## config.mk

```make
export PLATFORM = sky130hd
export DESIGN_NAME = vend_credit_ctrl
export DESIGN_NICKNAME = d
export VERILOG_FILES = /design/src/rtl/vend_credit_ctrl.sv
export SDC_FILE = /design/constraint.sdc
export NUM_CORES = 1
export LEC_CHECK = 0
export CAP_MARGIN = 30
export CORE_UTILIZATION = 30
export DETAILED_ROUTE_END_ITERATION = 8
export GPL_TIMING_DRIVEN = 0
export MAX_ROUTING_LAYER = met4
export SKIP_LAST_GASP = 1
export SLEW_MARGIN = 20
export SYNTH_ARGS = -nofsm -noshare
export SYNTH_HDL_FRONTEND = slang
export SYNTH_SLANG_ARGS = --single-unit
```

## constraint.sdc

```tcl
create_clock -name clk -period 7.3 [get_ports clk]
set_clock_uncertainty 0.1 [all_clocks]
set_input_delay 1.46 -clock clk [delete_from_list [all_inputs] [get_ports clk]]
set_output_delay 1.46 -clock clk [all_outputs]
set_load 0.05 [all_outputs]
```

## src/rtl/vend_credit_ctrl.sv

```systemverilog
// Vending transaction controller: coin credit accumulation, product selection and price check,
// dispenser handshake with timeout refund, and change payout one unit per cycle.
module vend_credit_ctrl #(
    parameter int CREDIT_W     = 8,
    parameter int PRICE0       = 25,
    parameter int PRICE1       = 50,
    parameter int PRICE2       = 75,
    parameter int PRICE3       = 100,
    parameter int MAX_CREDIT   = 200,
    parameter int DISP_TIMEOUT = 15,
    parameter int CHANGE_UNIT  = 5
) (
    input  logic                clk,
    input  logic                rst,
    input  logic                coin_valid,
    input  logic [CREDIT_W-1:0] coin_val,
    input  logic                sel_valid,
    input  logic [1:0]          sel_id,
    input  logic                cancel,
    input  logic                disp_ack,
    output logic                disp_req,
    output logic [1:0]          disp_id,
    output logic                chg_pulse,
    output logic [CREDIT_W-1:0] credit,
    output logic [2:0]          state,
    output logic                coin_reject,
    output logic                short_pay,
    output logic                err_timeout
);

    // state    | meaning
    // IDLE     | no credit, waiting for first coin
    // CREDIT   | credit held, accepting coins / selection / cancel
    // CHECK    | one cycle: compare credit against price of latched product
    // DISPENSE | disp_req held, waiting for ack or timeout
    // CHANGE   | paying out credit one CHANGE_UNIT per cycle
    typedef enum logic [2:0] {
        S_IDLE     = 3'd0,
        S_CREDIT   = 3'd1,
        S_CHECK    = 3'd2,
        S_DISPENSE = 3'd3,
        S_CHANGE   = 3'd4
    } state_t;

    localparam int TMR_W = $clog2(DISP_TIMEOUT) + 1;

    localparam logic [CREDIT_W:0]   MAX_C   = (CREDIT_W+1)'(MAX_CREDIT);
    localparam logic [CREDIT_W-1:0] UNIT_C  = CREDIT_W'(CHANGE_UNIT);
    localparam logic [CREDIT_W-1:0] P0_C    = CREDIT_W'(PRICE0);
    localparam logic [CREDIT_W-1:0] P1_C    = CREDIT_W'(PRICE1);
    localparam logic [CREDIT_W-1:0] P2_C    = CREDIT_W'(PRICE2);
    localparam logic [CREDIT_W-1:0] P3_C    = CREDIT_W'(PRICE3);
    localparam logic [TMR_W-1:0]    TMR_LD  = TMR_W'(DISP_TIMEOUT - 1);

    state_t              state_q, state_nxt;
    logic [CREDIT_W-1:0] credit_q, credit_nxt;
    logic [1:0]          disp_id_q, disp_id_nxt;
    logic [TMR_W-1:0]    tmr_q, tmr_nxt;
    logic                disp_req_q, disp_req_nxt;
    logic                chg_q, chg_nxt;
    logic                rej_q, rej_nxt;
    logic                short_q, short_nxt;
    logic                tout_q, tout_nxt;

    logic [CREDIT_W:0]   coin_sum;
    logic                coin_ok;
    logic [CREDIT_W-1:0] price;

    // Sum kept one bit wider so a coin that wraps the credit register is still rejected.
    assign coin_sum = {1'b0, credit_q} + {1'b0, coin_val};
    assign coin_ok  = coin_valid && (coin_sum <= MAX_C);

    always_comb begin
        price = P0_C;
        case (disp_id_q)
            2'd0: price = P0_C;
            2'd1: price = P1_C;
            2'd2: price = P2_C;
            2'd3: price = P3_C;
            default: price = P0_C;
        endcase
    end

    always_comb begin
        state_nxt    = state_q;
        credit_nxt   = credit_q;
        disp_id_nxt  = disp_id_q;
        tmr_nxt      = tmr_q;
        disp_req_nxt = 1'b0;
        chg_nxt      = 1'b0;
        rej_nxt      = 1'b0;
        short_nxt    = 1'b0;
        tout_nxt     = 1'b0;

        case (state_q)
            S_IDLE: begin
                if (coin_ok) begin
                    credit_nxt = coin_sum[CREDIT_W-1:0];
                    state_nxt  = S_CREDIT;
                end else begin
                    rej_nxt = coin_valid;
                end
            end

            S_CREDIT: begin
                if (cancel) begin
                    rej_nxt   = coin_valid;
                    state_nxt = S_CHANGE;
                end else begin
                    if (coin_ok) begin
                        credit_nxt = coin_sum[CREDIT_W-1:0];
                    end else begin
                        rej_nxt = coin_valid;
                    end
                    if (sel_valid) begin
                        disp_id_nxt = sel_id;
                        state_nxt   = S_CHECK;
                    end
                end
            end

            S_CHECK: begin
                rej_nxt = coin_valid;
                if (credit_q >= price) begin
                    credit_nxt   = credit_q - price;
                    disp_req_nxt = 1'b1;
                    tmr_nxt      = TMR_LD;
                    state_nxt    = S_DISPENSE;
                end else begin
                    short_nxt = 1'b1;
                    state_nxt = S_CREDIT;
                end
            end

            S_DISPENSE: begin
                rej_nxt = coin_valid;
                if (disp_ack) begin
                    tmr_nxt   = '0;
                    state_nxt = (credit_q != '0) ? S_CHANGE : S_IDLE;
                end else if (tmr_q == '0) begin
                    // Refund restores the pre-purchase credit, which never exceeded MAX_CREDIT.
                    tout_nxt   = 1'b1;
                    credit_nxt = credit_q + price;
                    state_nxt  = S_CHANGE;
                end else begin
                    tmr_nxt      = tmr_q - 1'b1;
                    disp_req_nxt = 1'b1;
                end
            end

            S_CHANGE: begin
                rej_nxt = coin_valid;
                if (credit_q >= UNIT_C) begin
                    chg_nxt    = 1'b1;
                    credit_nxt = credit_q - UNIT_C;
                end else begin
                    state_nxt = (credit_q == '0) ? S_IDLE : S_CREDIT;
                end
            end

            default: begin
                state_nxt = S_IDLE;
            end
        endcase
    end

    always_ff @(posedge clk or posedge rst) begin
        if (rst) begin
            state_q    <= S_IDLE;
            credit_q   <= '0;
            disp_id_q  <= '0;
            tmr_q      <= '0;
            disp_req_q <= 1'b0;
            chg_q      <= 1'b0;
            rej_q      <= 1'b0;
            short_q    <= 1'b0;
            tout_q     <= 1'b0;
        end else begin
            state_q    <= state_nxt;
            credit_q   <= credit_nxt;
            disp_id_q  <= disp_id_nxt;
            tmr_q      <= tmr_nxt;
            disp_req_q <= disp_req_nxt;
            chg_q      <= chg_nxt;
            rej_q      <= rej_nxt;
            short_q    <= short_nxt;
            tout_q     <= tout_nxt;
        end
    end

    assign state       = state_q;
    assign credit      = credit_q;
    assign disp_id     = disp_id_q;
    assign disp_req    = disp_req_q;
    assign chg_pulse   = chg_q;
    assign coin_reject = rej_q;
    assign short_pay   = short_q;
    assign err_timeout = tout_q;

endmodule

```

==> flow_metrics.tcl <==
set metrics [dict create \
    grt_pass1_vias 2146 \
    die_h_um 91.4 \
    crit_slowest_cell "fa_1" \
    critPathMaxFanout 8 \
    drive_gt1_share_pct 6.25 \
    die_w_um 91.4 \
    fin_crit_sh_pct 61.0 \
    fin_nets 371 \
    maxSlewViolCount 0 \
    ioPinCount 34 \
    fin_setup_tns_ps 0 \
    synth_cells 283 \
    die_area_um2 8360 \
    critPathMaxStageDelay_ps 420 \
    grtUsageTotal_pct 15.5 \
    grt_pass1_wl_mm 10.2 \
    via_per_inst 5.27 \
    endpoint_kind "register" \
    coreArea_um2 7730 \
    cts.sinks 23 \
    cts_max_level 1 \
    yosys_warnings 0 \
    grt_remaining_overflow 0 \
    syn_area_um2 2400 \
    worst_path_dominant_cell_family "compound AO/OA/AOI/OAI gates" \
    cts_hold_buf 0 \
    n_antenna_cell 0 \
    status "completed" \
    drc_errors 0 \
    rsz0062_at_grt "false" \
    hold_viol_final 0 \
    synthFlopType "dfrtp_1" \
    async_flop_share_pct 100 \
    yosysSeqAreaShare_pct 24.0 \
    cts.path.max_buffers 2 \
    critPathKind "in -> reg" \
    dp_hpwl_mm 4.76 \
    cts_resized 0 \
    postCtsSetupRepairBufs 0 \
    max_cap_viol_count 0 \
    initial_core_util_pct 31.1 \
    antenna_found_initial 0 \
    cp.arrival_ps 4520 \
    critical_path_required_ps 7370 \
    min_period_ps 4450 \
    cts_buffers 3 \
    rows 32 \
    synth_cell_type_count 52 \
    crit_chain "clkdlybuf4s50_1 -> ha_1 -> fa_1 -> a21o_1 -> a21oi_1 -> xnor2_1 -> a211o_1 -> or3b_1 -> and2_4 -> buf_6 -> o21bai_4 -> mux2_4" \
    portBuffers 32 \
    start_kind "primary input" \
    synth-edff-count 0 \
    mostFrequentLayoutCell "clkdlybuf4s50_1" \
    cts_tree "yes" \
    ys_seq_elements 23 \
    worst-path-buf-inv 2 \
    grt_max_degree 24 \
    root_buffer "clkbuf_8" \
    vias 2223 \
    wl_per_cell_um 14.3 \
    clk_pin_slew_ps 100 \
    area_growth_pct 21.7 \
    max_freq_mhz 225 \
    clock_latency_ps 270 \
    worst_pin_slew_ps 627 \
    drtIter0Drc 92 \
    synth_nets 333 \
    wirelength_mm 6.03 \
    syn_avg_cell_area_um2 8.48 \
    gp_congestion 0.849 \
    final_cell_mix "32 x clkdlybuf4s50_1, 31 x ha_1, 24 x a21oi_1" \
    hold_path_class "reg -> reg" \
    setup_viol 0 \
    slew-limit-headroom_pct 57.7 \
    antenna_left 0 \
    dr.pass1.iters 4 \
]
==> flip-flops by register name, indices dropped and copies added, names as in the netlist <==
| signal | flops |
|---|---|
| credit | 8 |
| disp_id | 2 |
| disp_req | 1 |
| coin_reject | 1 |
| state | 3 |
| tmr_q | 5 |
| err_timeout | 1 |
| chg_pulse | 1 |
| short_pay | 1 |
==> cells in the mapped netlist, drive strengths merged, types with 3 or more instances <==
master	instances	share of area (%)
nand2	20	3.1
o2bb2ai	4	1.5
ha	31	16
o21ai	23	5.0
xor2	9	3.3
o21bai	3	1.4
nor2	22	3.4
mux2	5	2.8
clkbuf	8	1.3
fa	3	2.5
a31oi	5	1.3
or3	5	1.3
o221ai	5	1.8
nand2b	5	1.3
mux2i	4	1.7
a211oi	4	1.5
dfrtp	23	24
nor3	9	1.9
nor2b	9	2.3
and2	3	0.99
a21oi	24	5.0
inv	18	2.8
o31ai	4	1.3
xnor2	8	2.9
==> cell type report <==
class                      count  area, um^2
clock inverter                 1        5.00
fill                         780        4810
timing repair buffer          33         348
inverter                      18        67.6
clock buffer                   3        41.3
multi-input combinational    233        1710
buffer                         9        42.5
tap                          102         128
sequential                    23         576
==> cell families (layout without fill, tap and decap cells) <==
family / after synthesis / after routing / share of synthesized area (%)
adders and majority gates: 34 / 34 / 18.7
AOI/OAI and AO/OA: 87 / 87 / 23.9
muxes: 9 / 9 / 4.48
xor gates and xnor gates: 17 / 17 / 6.20
DFF: 23 / 23 / 24.0
buffers and inverters: 27 / 64 / 4.59
and+or+nand+nor: 86 / 86 / 18.1
==> metrics by stage <==
| stage | util, % | instances | instance area, um^2 | setup WS, ps | hold slack, ps |
|---|---|---|---|---|---|
| floorplan | - | 283 | 2400 | 3190 | 382 |
| detailed placement | 36.9 | 417 | 2850 | 2540 | 417 |
| global route | 37.8 | 422 | 2920 | 2660 | 483 |
| CTS | 37.5 | 421 | 2890 | 2840 | 435 |
| global placement | 36.9 | 417 | 2850 | 2540 | 410 |
| finish | 37.8 | 422 | 2920 | 2850 | 431 |
==> layer usage <==
metal / vias to the layer above / global-route usage (%) / wire length [um]
li1: 1092 / - / -
met1: 1064 / 20.0 / 2880
met2: 56 / 26.3 / 2850
met3: 11 / 1.26 / 197
met4: 0 / 3.57 / 104
met5: - / - / 0
==> path summary, 6_finish.rpt <==
kind,slack (ps),startpoint,cells after the start,to
setup / recovery,2850,coin_val[0],12,credit[3]
hold / removal,430,tmr_q[0],1,tmr_q[0]
setup reg to reg,3390,disp_id[1],13,credit[3]
hold reg to reg,430,tmr_q[0],1,tmr_q[0]
max in group asynchronous,5290,rst,3,tmr_q[1]
min in group asynchronous,1380,rst,2,state[2]
Power is left out: the tool's default activity adds up to more than one toggle a clock period on the data nets, which glitch-free logic cannot reach.
